--- src/rtl/vga_sync_decoder.sv ---
// vga_sync_decoder: monitor-side VGA receiver; recovers x/y/de/frame_start from hs/vs/rgb and checks frame timing.
// Define VGA_DECODER_CRC_EN to add frame_crc/crc_valid (CRC-16-CCITT over the active pixels of each locked frame).
module vga_sync_decoder #(
    parameter int unsigned H_TOTAL     = 1344,
    parameter int unsigned V_TOTAL     = 806,
    parameter int unsigned H_ACTIVE    = 1024,
    parameter int unsigned V_ACTIVE    = 768,
    parameter int unsigned H_ACT_START = 296,
    parameter int unsigned V_ACT_START = 34,
    parameter bit          SYNC_POL    = 1'b0,
    parameter int unsigned LOCK_FRAMES = 2
) (
    input  logic        clk,
    input  logic        rst,
    input  logic        hs,
    input  logic        vs,
    input  logic [3:0]  r,
    input  logic [3:0]  g,
    input  logic [3:0]  b,
    output logic [10:0] x,
    output logic [9:0]  y,
    output logic        de,
    output logic [3:0]  r_o,
    output logic [3:0]  g_o,
    output logic [3:0]  b_o,
    output logic        frame_start,
    output logic        locked,
    output logic        timing_err
`ifdef VGA_DECODER_CRC_EN
    ,
    output logic [15:0] frame_crc,
    output logic        crc_valid
`endif
);

    localparam int unsigned HW = 11;
    localparam int unsigned VW = 10;
    localparam int unsigned GW = 4;
    localparam int unsigned PW = 12;
    localparam logic [HW-1:0] H_SAT = '1;
    localparam logic [VW-1:0] V_SAT = '1;

    typedef enum logic [1:0] {ST_SEARCH, ST_ACQUIRE, ST_LOCKED} state_e;

    logic          hs_q, hs_p_q, vs_q, vs_p_q;
    logic [PW-1:0] pix_q, pix_p_q;
    logic [HW-1:0] hcnt_q, hcnt_d;
    logic [VW-1:0] vcnt_q, vcnt_d;
    logic          vflag_q, vflag_d;
    logic          lines_ok_q, lines_ok_d;
    state_e        state_q, state_d;
    logic [GW-1:0] good_q, good_d;
    logic          hs_edge, vs_edge, consume, line_ok, frame_ok;
    logic          err_d, locked_d;
    logic          act_h, act_v, de_d, fs_d;
    logic [HW-1:0] x_d;
    logic [VW-1:0] y_d;
    logic [PW-1:0] pix_d;

    // Input capture plus one history stage: edges are seen on the registered pair, colour stays aligned with hcnt.
    always_ff @(posedge clk) begin
        if (rst) begin
            hs_q    <= !SYNC_POL;
            hs_p_q  <= !SYNC_POL;
            vs_q    <= !SYNC_POL;
            vs_p_q  <= !SYNC_POL;
            pix_q   <= '0;
            pix_p_q <= '0;
        end else begin
            hs_q    <= hs;
            hs_p_q  <= hs_q;
            vs_q    <= vs;
            vs_p_q  <= vs_q;
            pix_q   <= {r, g, b};
            pix_p_q <= pix_q;
        end
    end

    // Sync edges, counters and per-line / per-frame timing checks.
    always_comb begin
        hs_edge    = (hs_q == SYNC_POL) && (hs_p_q != SYNC_POL);
        vs_edge    = (vs_q == SYNC_POL) && (vs_p_q != SYNC_POL);
        consume    = hs_edge && (vflag_q || vs_edge);
        line_ok    = (hcnt_q == HW'(H_TOTAL - 1));
        frame_ok   = (vcnt_q == VW'(V_TOTAL - 1)) && lines_ok_q && line_ok;

        hcnt_d = hcnt_q;
        if (hs_edge)              hcnt_d = '0;
        else if (hcnt_q != H_SAT) hcnt_d = hcnt_q + HW'(1);

        vcnt_d = vcnt_q;
        if (consume)                      vcnt_d = '0;
        else if (hs_edge && vcnt_q != V_SAT) vcnt_d = vcnt_q + VW'(1);

        vflag_d = vflag_q;
        if (consume)      vflag_d = 1'b0;
        else if (vs_edge) vflag_d = 1'b1;

        lines_ok_d = lines_ok_q;
        if (consume)                 lines_ok_d = 1'b1;
        else if (hs_edge && !line_ok) lines_ok_d = 1'b0;
    end

    always_comb begin
        state_d = state_q;
        good_d  = good_q;
        err_d   = 1'b0;
        case (state_q)
            ST_SEARCH: begin
                if (consume) begin
                    state_d = ST_ACQUIRE;
                    good_d  = '0;
                end
            end
            ST_ACQUIRE: begin
                if (consume && frame_ok) begin
                    good_d = good_q + GW'(1);
                    if (good_d == GW'(LOCK_FRAMES)) state_d = ST_LOCKED;
                end else if (consume || (hs_edge && !line_ok)) begin
                    good_d = '0;
                end
            end
            ST_LOCKED: begin
                // hcnt saturating means hs has vanished; vcnt saturating means vs has.
                if ((hs_edge && !line_ok) || (consume && !frame_ok) ||
                    (hcnt_q == H_SAT) || (vcnt_q == V_SAT)) begin
                    err_d   = 1'b1;
                    state_d = ST_SEARCH;
                    good_d  = '0;
                end
            end
            default: state_d = ST_SEARCH;
        endcase
        locked_d = (state_d == ST_LOCKED);
    end

    // Output decode gated by the next lock state so de falls on the same cycle as locked.
    always_comb begin
        act_h = (32'(hcnt_q) >= H_ACT_START) && (32'(hcnt_q) < H_ACT_START + H_ACTIVE);
        act_v = (32'(vcnt_q) >= V_ACT_START) && (32'(vcnt_q) < V_ACT_START + V_ACTIVE);
        de_d  = locked_d && act_h && act_v;
        x_d   = de_d ? HW'(32'(hcnt_q) - H_ACT_START) : '0;
        y_d   = de_d ? VW'(32'(vcnt_q) - V_ACT_START) : '0;
        pix_d = de_d ? pix_p_q : '0;
        fs_d  = de_d && (x_d == '0) && (y_d == '0);
    end

    always_ff @(posedge clk) begin
        if (rst) begin
            hcnt_q      <= '0;
            vcnt_q      <= '0;
            vflag_q     <= 1'b0;
            lines_ok_q  <= 1'b0;
            state_q     <= ST_SEARCH;
            good_q      <= '0;
            x           <= '0;
            y           <= '0;
            de          <= 1'b0;
            r_o         <= '0;
            g_o         <= '0;
            b_o         <= '0;
            frame_start <= 1'b0;
            locked      <= 1'b0;
            timing_err  <= 1'b0;
        end else begin
            hcnt_q      <= hcnt_d;
            vcnt_q      <= vcnt_d;
            vflag_q     <= vflag_d;
            lines_ok_q  <= lines_ok_d;
            state_q     <= state_d;
            good_q      <= good_d;
            x           <= x_d;
            y           <= y_d;
            de          <= de_d;
            {r_o, g_o, b_o} <= pix_d;
            frame_start <= fs_d;
            locked      <= locked_d;
            timing_err  <= err_err_sel(err_d);
        end
    end

    function automatic logic err_err_sel(input logic e);
        return e;
    endfunction

`ifdef VGA_DECODER_CRC_EN
    logic [15:0] crc_run_q, crc_run_d, frame_crc_d;
    logic        last_px;

    function automatic logic [15:0] crc12(input logic [15:0] c, input logic [PW-1:0] d);
        logic [15:0] t;
        t = c;
        for (int i = 11; i >= 0; i--) begin
            if (t[15] ^ d[i]) t = {t[14:0], 1'b0} ^ 16'h1021;
            else              t = {t[14:0], 1'b0};
        end
        return t;
    endfunction

    // Running CRC over the output pixels; published one cycle after the last active pixel.
    always_comb begin
        crc_run_d = crc_run_q;
        if (frame_start)  crc_run_d = crc12(16'hFFFF, {r_o, g_o, b_o});
        else if (de)      crc_run_d = crc12(crc_run_q, {r_o, g_o, b_o});
        last_px     = de && (x == HW'(H_ACTIVE - 1)) && (y == VW'(V_ACTIVE - 1));
        frame_crc_d = last_px ? crc_run_d : frame_crc;
    end

    always_ff @(posedge clk) begin
        if (rst) begin
            crc_run_q <= '0;
            frame_crc <= '0;
            crc_valid <= 1'b0;
        end else begin
            crc_run_q <= crc_run_d;
            frame_crc <= frame_crc_d;
            crc_valid <= last_px;
        end
    end
`endif

endmodule

--- config.mk ---
export PLATFORM = sky130hd
export DESIGN_NAME = vga_sync_decoder
export DESIGN_NICKNAME = d
export VERILOG_FILES = /design/src/rtl/vga_sync_decoder.sv
export SDC_FILE = /design/constraint.sdc
export NUM_CORES = 1
export LEC_CHECK = 0
export CAP_MARGIN = 20
export CORE_MARGIN = 1
export CORE_UTILIZATION = 56
export CTS_BUF_LIST = sky130_fd_sc_hd__clkbuf_8
export DETAILED_ROUTE_END_ITERATION = 7
export HOLD_SLACK_MARGIN = 0.08
export PLACE_DENSITY = 0.93
export SYNTH_ARGS = -nofsm -noshare
export SYNTH_HDL_FRONTEND = slang
export SYNTH_SLANG_ARGS = --single-unit
--- constraint.sdc ---
create_clock -name clk -period 3.6 [get_ports clk]
set_input_delay 0.54 -clock clk [delete_from_list [all_inputs] [get_ports clk]]
set_output_delay 0.54 -clock clk [all_outputs]
set_load 0.005 [all_outputs]
==> report_table.html <==
<table>
<tr><th>Metric</th><th>Value</th></tr>
<tr><th colspan="2">Status</th></tr>
<tr><td>Outcome</td><td>complete, but fails checks</td></tr>
<tr><td>Violations in the final reports</td><td>DRC</td></tr>
<tr><th colspan="2">Logic synthesis</th></tr>
<tr><td>Cell count after synthesis</td><td>approximately 390</td></tr>
<tr><td>Post-synthesis sequential area ratio</td><td>about half</td></tr>
<tr><td>Number of warning messages in the yosys log</td><td>0</td></tr>
<tr><td>Number of distinct library cells after synthesis</td><td>52</td></tr>
<tr><td>Net Count, Synth</td><td>422</td></tr>
<tr><td>Share of synthesized flip-flops with an asynchronous set or reset</td><td>0%</td></tr>
<tr><td>Post-synthesis average cell area</td><td>~9.6 sq um</td></tr>
<tr><td>Prevailing post-synth register cell</td><td>sky130_fd_sc_hd__dfxtp_1</td></tr>
<tr><td>Biggest area contributors in the synthesized netlist</td><td>sky130_fd_sc_hd__dfxtp_1 (50%), sky130_fd_sc_hd__and3_1 (5.1%), sky130_fd_sc_hd__nor2b_1 (4.8%), sky130_fd_sc_hd__xor2_1 (4.2%), sky130_fd_sc_hd__ha_1 (4.0%)</td></tr>
<tr><td>Most area-hungry cell type in the Yosys netlist</td><td>sky130_fd_sc_hd__dfxtp_1</td></tr>
<tr><td>Yosys reg bits</td><td>94</td></tr>
<tr><td>Number of flops mapped to enable cells by yosys</td><td>0</td></tr>
<tr><td>Area share of the largest cell type after synthesis</td><td>between 40 and 50%</td></tr>
<tr><td>Syn Std Cell Area</td><td>3770 sq um</td></tr>
<tr><th colspan="2">Min path</th></tr>
<tr><td>Class of the worst hold path</td><td>flip-flop to flip-flop</td></tr>
<tr><th colspan="2">Final layout</th></tr>
<tr><td>Area occupied by multi-input gates</td><td>between 1500 and 2000 sq um</td></tr>
<tr><td>Area added between synthesis and finish</td><td>19.2%</td></tr>
<tr><td>Highest-count cells in the layout ignoring fill and taps</td><td>sky130_fd_sc_hd__dfxtp_1 (94), sky130_fd_sc_hd__clkdlybuf4s50_1 (52), sky130_fd_sc_hd__nor2_1 (38)</td></tr>
<tr><td>Combined flip-flop and latch cell area</td><td>between 1500 and 2000 sq um</td></tr>
<tr><td>Final-layout fill cell count</td><td>approximately 480</td></tr>
<tr><td>Area of all placed cells without fillers</td><td>around 4500 sq um</td></tr>
<tr><td>Fraction of layout instances using a drive strength above 1</td><td>under 10%</td></tr>
<tr><td>Most common cell after layout, fill and taps aside</td><td>sky130_fd_sc_hd__dfxtp_1</td></tr>
<tr><td>Number of antenna cells inserted</td><td>0</td></tr>
<tr><td>Layout Utilization</td><td>between 60 and 70%</td></tr>
<tr><td>Count of non-filler cells in the finished layout</td><td>roughly 520</td></tr>
<tr><td>Count of nets after finishing</td><td>approximately 460</td></tr>
<tr><th colspan="2">Global route</th></tr>
<tr><td>Number of global-route vias before repair</td><td>approximately 2600</td></tr>
<tr><td>Wire length of the first global-routing pass</td><td>12.0 mm</td></tr>
<tr><td>Total congestion overflow after global routing</td><td>0</td></tr>
<tr><td>GRT Overall Usage</td><td>a little over a fifth</td></tr>
<tr><td>Largest net degree at the start of global routing</td><td>38</td></tr>
<tr><td>Number of antenna violations at the first check in global routing</td><td>0</td></tr>
<tr><th colspan="2">Routing</th></tr>
<tr><td>Number of design-rule violations left by the first detailed-router iteration</td><td>248</td></tr>
<tr><td>Routed length on met2</td><td>roughly 3.4 mm</td></tr>
<tr><td>Detailed-route wire length per cell</td><td>between 10 and 15 um</td></tr>
<tr><td>Detail Route Antenna Nets</td><td>0</td></tr>
<tr><td>Vias per cell</td><td>5.35</td></tr>
<tr><td>Remaining routing DRC violations</td><td>12</td></tr>
<tr><td>Met3 WL post-DR</td><td>roughly 370 um</td></tr>
<tr><td>Final WL</td><td>7.07 mm</td></tr>
<tr><td>Total routed wire length on the met1 layer</td><td>between 3 and 4 mm</td></tr>
<tr><td>Count of TritonRoute iterations in the first routing pass</td><td>6</td></tr>
<tr><td>Highest metal used</td><td>met4</td></tr>
<tr><td>Via Count</td><td>between 2000 and 3000</td></tr>
<tr><th colspan="2">STA</th></tr>
<tr><td>Minimum clock period</td><td>3.09 ns</td></tr>
<tr><td>Peak Freq</td><td>around 0.32 GHz</td></tr>
<tr><td>Worst Hold Margin</td><td>0.441 ns</td></tr>
<tr><td>Final worst path period share</td><td>85.7%</td></tr>
<tr><td>Setup repair after global routing missed its margin</td><td>no</td></tr>
<tr><td>Final hold viol count</td><td>0</td></tr>
<tr><td>Number of slew-limit violations in the final report</td><td>0</td></tr>
<tr><td>Count of endpoints failing setup in the final report</td><td>0</td></tr>
<tr><td>Actual transition at the worst max-transition pin</td><td>~0.64 ns</td></tr>
<tr><td>Sum Neg Setup Slack</td><td>0 ns</td></tr>
<tr><td>Fin Clk Skew</td><td>0.0111 ns</td></tr>
<tr><td>Relative max-transition margin</td><td>between 50% and 60%</td></tr>
<tr><th colspan="2">Setup path</th></tr>
<tr><td>Crit Reg-Reg Endpoint</td><td>y[6]</td></tr>
<tr><td>Critical path cell sequence</td><td>or4b_4 -&gt; or3_1 -&gt; or4_1 -&gt; or3_4 -&gt; a21oi_4 -&gt; buf_4 -&gt; and4b_1</td></tr>
<tr><td>Worst Reg-to-Reg Cells</td><td>7</td></tr>
<tr><td>Crit path launch type</td><td>flip-flop</td></tr>
<tr><td>R2r setup slk</td><td>between 0.5 and 0.6 ns</td></tr>
<tr><td>CP startpoint</td><td>hcnt_q[8]</td></tr>
<tr><td>Crit Reg-Reg Startpoint</td><td>hcnt_q[8]</td></tr>
<tr><td>Capture point of the critical path</td><td>y[6]</td></tr>
<tr><td>Arrival @ worst endpoint</td><td>~3.4 ns</td></tr>
<tr><td>Required time worst endpoint</td><td>just under 4 ns</td></tr>
<tr><td>Worst-path cell with the longest stage delay</td><td>sky130_fd_sc_hd__or4b_4</td></tr>
<tr><td>Critical path capture point type</td><td>flip-flop</td></tr>
<tr><td>Slowest Stage Delay on Critical Path</td><td>0.53 ns</td></tr>
<tr><td>Start-to-end type of the worst setup path</td><td>flip-flop to flip-flop</td></tr>
<tr><td>Maximum fanout along the worst path</td><td>23</td></tr>
<tr><th colspan="2">Floorplan</th></tr>
<tr><td>Chip Height</td><td>~84 um</td></tr>
<tr><td>Starting Density</td><td>between 50% and 60%</td></tr>
<tr><td>Width of the die</td><td>84.0 um</td></tr>
<tr><td>Site row count</td><td>29</td></tr>
<tr><td>Number of top-level pins</td><td>53</td></tr>
<tr><td>Core region area</td><td>6420 sq um</td></tr>
<tr><td>Die area</td><td>7060 sq um</td></tr>
<tr><th colspan="2">Clock tree</th></tr>
<tr><td>Root Buffer Master</td><td>sky130_fd_sc_hd__clkbuf_8</td></tr>
<tr><td>Quantity of hold-fixing buffers added after cts</td><td>0</td></tr>
<tr><td>Post-cts sizing count</td><td>0</td></tr>
<tr><td>Clock buffers created by TritonCTS</td><td>9</td></tr>
<tr><td>Clk pin slew, worst setup/hold paths</td><td>0.08 ns</td></tr>
<tr><td># clock sinks</td><td>94</td></tr>
<tr><td>Clock H-tree levels</td><td>3</td></tr>
<tr><td>Post CTS Setup Buffer Count</td><td>0</td></tr>
<tr><td>Maximum root-to-sink buffer count</td><td>2</td></tr>
<tr><td>Clock insertion delay at the later pin of the skew report</td><td>0.36 ns</td></tr>
<tr><td>TritonCTS clock tree</td><td>built</td></tr>
<tr><th colspan="2">Placed design</th></tr>
<tr><td>HPWL after detailed placement</td><td>approximately 5 mm</td></tr>
<tr><td>Port buffer count</td><td>52</td></tr>
<tr><td>Post-Place Cell Area</td><td>around 4300 sq um</td></tr>
<tr><td>Routability congestion estimate</td><td>a little under 0.9</td></tr>
<tr><td>Number of placed instances with taps included</td><td>approximately 500</td></tr>
<tr><th colspan="2">Flow run</th></tr>
<tr><td>Reported max-cap violation count</td><td>0</td></tr>
<tr><th colspan="2">Pwr</th></tr>
<tr><td>Static Leakage</td><td>1.82 nW</td></tr>
<tr><td>Power per cell area</td><td>between 400 and 500 nW/um^2</td></tr>
<tr><td>Worst IR drop on VDD</td><td>0.000187 V</td></tr>
</table>
power by group:
part           leakage, nW  total (mW)  switching, mW  internal [mW]
registers            0.764        1.07         0.0124           1.06
clock network       0.0978       0.731          0.345          0.385
logic                0.957      0.0737         0.0360         0.0377
total                 1.82        1.88          0.394           1.48
Yosys cell counts (3+ instances only):
| library cell | instances |
|---|---|
| sky130_fd_sc_hd__or2_2 | 5 |
| sky130_fd_sc_hd__nand2b_1 | 5 |
| sky130_fd_sc_hd__or3_1 | 3 |
| sky130_fd_sc_hd__nand2_1 | 21 |
| sky130_fd_sc_hd__and3b_1 | 3 |
| sky130_fd_sc_hd__nor2b_1 | 29 |
| sky130_fd_sc_hd__or4_1 | 4 |
| sky130_fd_sc_hd__inv_1 | 10 |
| sky130_fd_sc_hd__xor2_1 | 18 |
| sky130_fd_sc_hd__nand4_1 | 4 |
| sky130_fd_sc_hd__a31oi_1 | 3 |
| sky130_fd_sc_hd__clkbuf_1 | 15 |
| sky130_fd_sc_hd__nor2_1 | 38 |
| sky130_fd_sc_hd__buf_6 | 4 |
| sky130_fd_sc_hd__and2_1 | 3 |
| sky130_fd_sc_hd__ha_1 | 12 |
| sky130_fd_sc_hd__a21oi_1 | 12 |
| sky130_fd_sc_hd__and3_1 | 31 |
| sky130_fd_sc_hd__nor3_1 | 5 |
| sky130_fd_sc_hd__dfxtp_1 | 94 |
| sky130_fd_sc_hd__xnor2_1 | 11 |
| sky130_fd_sc_hd__and4_1 | 3 |
| sky130_fd_sc_hd__o21ai_0 | 10 |
| sky130_fd_sc_hd__nand3_1 | 13 |
sequential cells by signal (all words and copies together), names as in the netlist, 2 cells and up:
register  cells
b_o           4
g_o           4
good_q        4
hcnt_q       11
pix_p_q      12
pix_q        12
r_o           4
state_q       2
vcnt_q       10
x            11
y            10
layout make-up:
class,count,area share [%]
well taps,77,2.15
clock buffers,9,2.76
repair buffers,55,12.1
inverters,10,0.836
flip-flops and latches,94,41.9
clock inverters,5,1.87
multi-input cells,266,38.4
stage by stage:
stage	total power, mW	worst slack [ns]
after global placement	1.16	0.698
final	1.88	0.513
after CTS	1.89	0.566
after floorplan	1.14	1.01
after detailed placement	1.17	0.599
after global routing	1.94	0.408
metal layers:
| layer | vias up | track usage (%) |
|---|---|---|
| li1 | 1410 | - |
| met1 | 1261 | 26.0 |
| met2 | 77 | 36.7 |
| met3 | 14 | 4.75 |
| met4 | 0 | 11.1 |
| met5 | - | 0 |
critical path, delay by kind of cell (launching register included):
kind,cells,cell delay [ns]
and+or+nand+nor,5,1.90
DFF,1,0.50
AOI/OAI and AO/OA,1,0.34
buffers and inverters,1,0.28
cell families (layout without fill, tap and decap cells):
group | count (synthesis) | count (layout) | synth area share, %
buffers and inverters | 34 | 79 | 4.32
DFF | 94 | 94 | 50.0
adders and majority gates | 12 | 12 | 3.99
and+or+nand+nor | 181 | 181 | 27.2
AOI/OAI and AO/OA | 44 | 44 | 7.77
xor gates and xnor gates | 29 | 29 | 6.74
worst min-delay path by stage:
stage,endpoint,slack (ns),cells after the start,start
after global routing,pix_p_q[0],0.47,1,pix_q[0]
after global placement,pix_p_q[3],0.42,1,pix_q[3]
after CTS,pix_p_q[7],0.44,1,pix_q[7]
after floorplan,pix_p_q[0],0.41,1,pix_q[0]
final,pix_p_q[7],0.44,1,pix_q[7]
after detailed placement,pix_p_q[7],0.42,1,pix_q[7]
(Power assumes the default switching activity.)
